### config.mk
export PLATFORM = sky130hd
export DESIGN_NAME = multicycle_control_unit
export DESIGN_NICKNAME = d
export VERILOG_FILES = /design/src/rtl/mc_pkg.sv /design/src/rtl/alu_decoder.sv /design/src/rtl/multicycle_control_unit.sv
export SDC_FILE = /design/constraint.sdc
export NUM_CORES = 1
export LEC_CHECK = 0
export ABC_AREA = 1
export ABC_CLOCK_PERIOD_IN_PS = 1700
export BUFFER_PORTS_ARGS = -buffer_cell sky130_fd_sc_hd__clkbuf_2
export CELL_PAD_IN_SITES_DETAIL_PLACEMENT = 0
export CELL_PAD_IN_SITES_GLOBAL_PLACEMENT = 2
export CORE_MARGIN = 2
export CORE_UTILIZATION = 20
export CTS_BUF_LIST = sky130_fd_sc_hd__clkbuf_16
export DETAILED_ROUTE_END_ITERATION = 7
export PLACE_DENSITY_LB_ADDON = 0.1
export SETUP_SLACK_MARGIN = 0.1
export SLEW_MARGIN = 20
export SYNTH_ARGS = -nofsm -noshare
export SYNTH_HDL_FRONTEND = slang
export SYNTH_SLANG_ARGS = --single-unit
### constraint.sdc
create_clock -name clk -period 1.7 [get_ports clk]
set_clock_uncertainty 0.1 [all_clocks]
set_input_delay 0.255 -clock clk [delete_from_list [all_inputs] [get_ports clk]]
set_output_delay 0.255 -clock clk [all_outputs]
set_load 0.1 [all_outputs]
### src/rtl/mc_pkg.sv
// Shared encodings for the multicycle RV32I control unit: FSM states, opcodes, mux selects.
// No logic here beyond the ImmSrc helper, which is purely combinational.
// No handshakes of its own; consumers own the flow control.
package mc_pkg;

    typedef logic [3:0] state_t;

    localparam state_t FETCH    = 4'd0;
    localparam state_t DECODE   = 4'd1;
    localparam state_t MEMADR   = 4'd2;
    localparam state_t MEMREAD  = 4'd3;
    localparam state_t MEMWB    = 4'd4;
    localparam state_t MEMWRITE = 4'd5;
    localparam state_t EXECUTER = 4'd6;
    localparam state_t EXECUTEI = 4'd7;
    localparam state_t ALUWB    = 4'd8;
    localparam state_t BEQ      = 4'd9;
    localparam state_t JAL      = 4'd10;
    localparam state_t ILLEGAL  = 4'd11;

    localparam logic [6:0] OP_LOAD   = 7'b0000011;
    localparam logic [6:0] OP_STORE  = 7'b0100011;
    localparam logic [6:0] OP_RTYPE  = 7'b0110011;
    localparam logic [6:0] OP_ITYPE  = 7'b0010011;
    localparam logic [6:0] OP_BRANCH = 7'b1100011;
    localparam logic [6:0] OP_JAL    = 7'b1101111;

    typedef enum logic [1:0] {
        ALUOP_ADD   = 2'b00,
        ALUOP_SUB   = 2'b01,
        ALUOP_FUNCT = 2'b10
    } alu_op_t;

    localparam logic [1:0] RES_ALUOUT = 2'b00;
    localparam logic [1:0] RES_DATA   = 2'b01;
    localparam logic [1:0] RES_ALURES = 2'b10;

    localparam logic [1:0] SRCA_PC    = 2'b00;
    localparam logic [1:0] SRCA_OLDPC = 2'b01;
    localparam logic [1:0] SRCA_RD1   = 2'b10;

    localparam logic [1:0] SRCB_RD2   = 2'b00;
    localparam logic [1:0] SRCB_IMM   = 2'b01;
    localparam logic [1:0] SRCB_FOUR  = 2'b10;

    function automatic logic [1:0] imm_src(input logic [6:0] opcode);
        logic [1:0] sel;
        case (opcode)
            OP_STORE:  sel = 2'b01;
            OP_BRANCH: sel = 2'b10;
            OP_JAL:    sel = 2'b11;
            default:   sel = 2'b00;
        endcase
        return sel;
    endfunction

endpackage

### src/rtl/alu_decoder.sv
// ALU operation select from ALUOp and the instruction function fields.
// Combinational, zero cycles; funct7b5 arrives already qualified by the caller.
// No backpressure: pure decode.
module alu_decoder
    import mc_pkg::*;
(
    input  logic [1:0] alu_op,
    input  logic [2:0] funct3,
    input  logic       funct7b5,
    output logic [2:0] alu_control
);

    always_comb begin
        alu_control = 3'b000;
        case (alu_op)
            ALUOP_ADD: alu_control = 3'b000;
            ALUOP_SUB: alu_control = 3'b001;
            default: begin
                case (funct3)
                    3'b000:  alu_control = funct7b5 ? 3'b001 : 3'b000;
                    3'b010:  alu_control = 3'b101;
                    3'b110:  alu_control = 3'b011;
                    3'b111:  alu_control = 3'b010;
                    default: alu_control = 3'b000;
                endcase
            end
        endcase
    end

endmodule

### src/rtl/multicycle_control_unit.sv
// Moore FSM sequencing a multicycle RV32I datapath; MC_PERF_CNT_EN adds cycle/instret counters.
// Latency with ready memory: lw 5, sw 4, R/I 4, jal 4, beq 3 cycles.
// Backpressure: FETCH, MEMREAD and MEMWRITE hold while mem_ready is low.
module multicycle_control_unit
    import mc_pkg::*;
#(
    parameter bit HALT_ON_ILLEGAL = 1'b1
`ifdef MC_PERF_CNT_EN
    ,
    parameter int CNT_W = 32
`endif
) (
    input  logic       clk,
    input  logic       rst_n,
    input  logic [6:0] op,
    input  logic [2:0] funct3,
    input  logic       funct7,
    input  logic       zero,
    input  logic       mem_ready,
    output logic       mem_req,
    output logic       PCWrite,
    output logic       AdrSrc,
    output logic       MemWrite,
    output logic       IRWrite,
    output logic       RegWrite,
    output logic [1:0] ResultSrc,
    output logic [1:0] ALUSrcA,
    output logic [1:0] ALUSrcB,
    output logic [1:0] ImmSrc,
    output logic [2:0] ALUControl,
    output logic       illegal
`ifdef MC_PERF_CNT_EN
    ,
    output logic [CNT_W-1:0] cycle_cnt,
    output logic [CNT_W-1:0] instret_cnt
`endif
);

    state_t  state;
    state_t  state_nxt;
    alu_op_t alu_op;
    logic    pc_update;
    logic    branch;
    logic    ir_write_raw;
    logic    reg_write_raw;
    logic    mem_write_raw;
    logic    illegal_raw;

    always_ff @(posedge clk or negedge rst_n) begin
        if (!rst_n) begin
            state <= FETCH;
        end else begin
            state <= state_nxt;
        end
    end

    always_comb begin
        state_nxt     = state;
        alu_op        = ALUOP_ADD;
        pc_update     = 1'b0;
        branch        = 1'b0;
        ir_write_raw  = 1'b0;
        reg_write_raw = 1'b0;
        mem_write_raw = 1'b0;
        illegal_raw   = 1'b0;
        mem_req       = 1'b0;
        AdrSrc        = 1'b0;
        ResultSrc     = RES_ALUOUT;
        ALUSrcA       = SRCA_PC;
        ALUSrcB       = SRCB_RD2;
        case (state)
            FETCH: begin
                mem_req      = 1'b1;
                ALUSrcB      = SRCB_FOUR;
                ResultSrc    = RES_ALURES;
                ir_write_raw = mem_ready;
                pc_update    = mem_ready;
                if (mem_ready) state_nxt = DECODE;
            end
            DECODE: begin
                // Branch/jump target is precomputed into ALUOut here.
                ALUSrcA = SRCA_OLDPC;
                ALUSrcB = SRCB_IMM;
                case (op)
                    OP_LOAD, OP_STORE: state_nxt = MEMADR;
                    OP_RTYPE:          state_nxt = EXECUTER;
                    OP_ITYPE:          state_nxt = EXECUTEI;
                    OP_BRANCH:         state_nxt = BEQ;
                    OP_JAL:            state_nxt = JAL;
                    default:           state_nxt = ILLEGAL;
                endcase
            end
            MEMADR: begin
                ALUSrcA   = SRCA_RD1;
                ALUSrcB   = SRCB_IMM;
                state_nxt = op[5] ? MEMWRITE : MEMREAD;
            end
            MEMREAD: begin
                AdrSrc  = 1'b1;
                mem_req = 1'b1;
                if (mem_ready) state_nxt = MEMWB;
            end
            MEMWB: begin
                ResultSrc     = RES_DATA;
                reg_write_raw = 1'b1;
                state_nxt     = FETCH;
            end
            MEMWRITE: begin
                AdrSrc        = 1'b1;
                mem_req       = 1'b1;
                mem_write_raw = 1'b1;
                if (mem_ready) state_nxt = FETCH;
            end
            EXECUTER: begin
                ALUSrcA   = SRCA_RD1;
                ALUSrcB   = SRCB_RD2;
                alu_op    = ALUOP_FUNCT;
                state_nxt = ALUWB;
            end
            EXECUTEI: begin
                ALUSrcA   = SRCA_RD1;
                ALUSrcB   = SRCB_IMM;
                alu_op    = ALUOP_FUNCT;
                state_nxt = ALUWB;
            end
            ALUWB: begin
                ResultSrc     = RES_ALUOUT;
                reg_write_raw = 1'b1;
                state_nxt     = FETCH;
            end
            BEQ: begin
                ALUSrcA   = SRCA_RD1;
                ALUSrcB   = SRCB_RD2;
                alu_op    = ALUOP_SUB;
                ResultSrc = RES_ALUOUT;
                branch    = 1'b1;
                state_nxt = FETCH;
            end
            JAL: begin
                // PC takes the target from ALUOut while the ALU forms OldPC+4 for rd.
                ALUSrcA   = SRCA_OLDPC;
                ALUSrcB   = SRCB_FOUR;
                ResultSrc = RES_ALUOUT;
                pc_update = 1'b1;
                state_nxt = ALUWB;
            end
            ILLEGAL: begin
                illegal_raw = 1'b1;
                state_nxt   = HALT_ON_ILLEGAL ? ILLEGAL : FETCH;
            end
            default: state_nxt = FETCH;
        endcase
    end

    // Strobes are qualified by rst_n so an in-flight store dies with the reset edge itself.
    assign PCWrite  = rst_n & (pc_update | (branch & zero));
    assign IRWrite  = rst_n & ir_write_raw;
    assign RegWrite = rst_n & reg_write_raw;
    assign MemWrite = rst_n & mem_write_raw;
    assign illegal  = rst_n & illegal_raw;
    assign ImmSrc   = imm_src(op);

    alu_decoder u_alu_decoder (
        .alu_op      (alu_op),
        .funct3      (funct3),
        .funct7b5    (funct7 & op[5]),
        .alu_control (ALUControl)
    );

`ifdef MC_PERF_CNT_EN
    logic retire;

    assign retire = (state == MEMWB) || (state == ALUWB) || (state == BEQ) ||
                    ((state == MEMWRITE) && mem_ready);

    always_ff @(posedge clk or negedge rst_n) begin
        if (!rst_n) begin
            cycle_cnt   <= '0;
            instret_cnt <= '0;
        end else begin
            cycle_cnt <= cycle_cnt + CNT_W'(1);
            if (retire) instret_cnt <= instret_cnt + CNT_W'(1);
        end
    end
`endif

endmodule
==> metrics.yaml <==
run_status:
  status: "finished, violations left"
  violations: "setup timing"
final_layout:
  largest_register_ffs: 4
  final_nets: 163
  n_antenna_cell: 0
  biggestRegsByFlops: "state: 4 flops"
  drive_above_1_share: 0.705
  fin_cells: 177
  regMostFlops: "state"
  area_growth_pct: 155
  fillers: 252
yosys:
  netlist_instances: 96
  synth_warnings: 0
  synthTopCellsByArea: "nand2_1, dfrtp_1, inv_1"
  synth_cell_types: 22
  synth_edf_count: 0
  synth_area_um2: 573
  synth_flop_cell: "dfrtp_1"
  synthesis.nets: 111
  synth_common_cells: "nand2_1, inv_1, nor2_1, nand3_1"
  synth.most_common_cell: "nand2_1"
  synth_top_area_share: 0.183
  yosysSeqAreaShare: 0.175
  yosys_register_bits: 4
  async_flop_share: 1.00
  syn_area_per_cell_um2: 5.97
  synth_top_area_cell: "nand2_1"
cts:
  insertion_delay_ps: 220
  cts.sinks: 4
  cts_made_buffers: 3
  cts_root_buf: "clkbuf_16"
  htree_levels: 1
  cts.clk_slew.worst_paths_ps: 30
  cts_tree: "done"
  cts_buffer_depth: 2
worst_setup_path:
  path_max_fanout: 3
  required_ps: 1340
  critical_path_class: "reg2out"
  cp-end-kind: "output port"
  worstPathArrival_ps: 1480
  cp-start-kind: "flip-flop"
drt:
  drcViolationCount: 0
  ant_nets: 0
  via_per_inst: 4.42
  drt-total-wl_um: 1980
  num_vias: 782
  avgRoutedWirePerCell_um: 11.2
  drtIter0Drc: 9
  first_pass_iters: 4
sta:
  finalHoldViolations: 0
  finalSetupViolations: 13
  timing.fmax_ghz: 0.546
  fin_ws_ps: -131
  slew_violations: 0
  tightestPinTransition_ps: 323
  period_share: 1.08
  slew_headroom: 0.785
  layout_min_cycle_time_ps: 1830
  rsz0062_at_grt: "true"
global_route:
  grt_start_max_net_pins: 6
  grt_util_met2: 0.255
  global_route.usage.total: 0.130
  antenna_found_initial: 0
  grt_pass1_vias: 807
  grt_pass1_wl_um: 3380
  grt_remaining_overflow: 0
  globalRouteMet3Util: 0.0181
  top_usage_layer: "met2"
  use_met1: 0.139
place:
  pre_cts_slack_ps: 17.9
  gp_congestion: 0.807
  port_buffers: 32
  numPlacedInstances: 166
  dp_hpwl_um: 1650
die:
  row_count: 19
  fp.coreArea_mm2: 0.00273
  start_util: 0.210
  die_h_um: 57.5
  die_area_mm2: 0.00331
  num_io_pins: 33
  die_x_um: 57.5
pwr:
  power_density_mw_per_mm2: 369
  max-vdd-ir-drop_mv: 0.591
  cellLeakagePower_uw: 0.000656
flow_run:
  max_cap_violations: 0
min_path:
  hp-class: "in2reg"
-- where the power goes --
group          total, uW  switching (uW)  internal, uW
sequential          95.8               0          95.8
clock                370            68.8           301
combinational       74.5            46.7          27.8
-- layer usage --
metal,share of wire,routed length [um],vias to the layer above
li1,-,-,404
met1,0.40,787,355
met2,0.55,1090,21
met3,0.041,81,2
met4,0.0076,15,0
met5,0,0,-
-- critical path, stage by stage (launching register included) --
cell and delay, ps:
dfrtp_2 430, nor2_4 150, inv_4 70, nor2_4 150
nand2_4 90, a31oi_4 160, buf_12 190
-- logic make-up after synthesis --
logic type,share of synthesized area
AO/OA/AOI/OAI,0.140
flip-flops,0.175
buffers and inverters,0.135
AND/OR/NAND/NOR,0.550
-- repair_timing --
item / in CTS / in global routing
endpoints found under the hold margin: 4 / 0
setup buffers: 5 / 2
hold buffers: 1 / 0
resized for setup: 20 / 14
pin swaps: 7 / 1
setup endpoints to repair: 16 / 17
-- final cells by class --
type | count | area (um2) | area share
multi-input cells | 72 | 597 | 0.408
repair buffers | 47 | 562 | 0.384
flip-flops and latches | 4 | 104 | 0.0711
inverters | 20 | 85.1 | 0.0582
clock buffers | 3 | 75.1 | 0.0514
well taps | 31 | 38.8 | 0.0265
-- layout by cell type (no fill, tap or decap), drive strengths merged --
| master | n |
|---|---|
| a211oi | 1 |
| a21oi | 1 |
| a31oi | 1 |
| buf | 31 |
| clkbuf | 18 |
| dfrtp | 4 |
| dlygate4sd3 | 1 |
| inv | 20 |
| nand2 | 34 |
| nand3 | 9 |
| nor2 | 16 |
| nor3 | 2 |
| o2111ai | 1 |
| o211ai | 2 |
| o21ai | 3 |
| o221ai | 1 |
| o22ai | 1 |
-- per-stage QoR --
stage,hold slack (ps),TNS (ps),power (uW),utilization,cell area [um2]
after CTS,254,-871,544,0.512,1400
after floorplan,-141,-4540,131,-,704
after global placement,-27.1,0,169,0.449,1230
after global routing,305,-1580,555,0.535,1460
after detailed placement,-26.9,0,169,0.449,1230
final,287,-967,540,0.535,1460
-- worst paths after layout --
path	startpoint	end	slack, ps	depth (start not counted)
hold reg to reg	state[0]	state[0]	620	3
min in group asynchronous	rst_n	state[0]	310	2
setup reg to reg	state[2]	state[2]	320	7
setup / recovery	state[3]	PCWrite	-130	6
max in group asynchronous	rst_n	state[3]	990	2
hold / removal	mem_ready	state[1]	290	2
No activity file was read; power rests on OpenSTA's default activity.
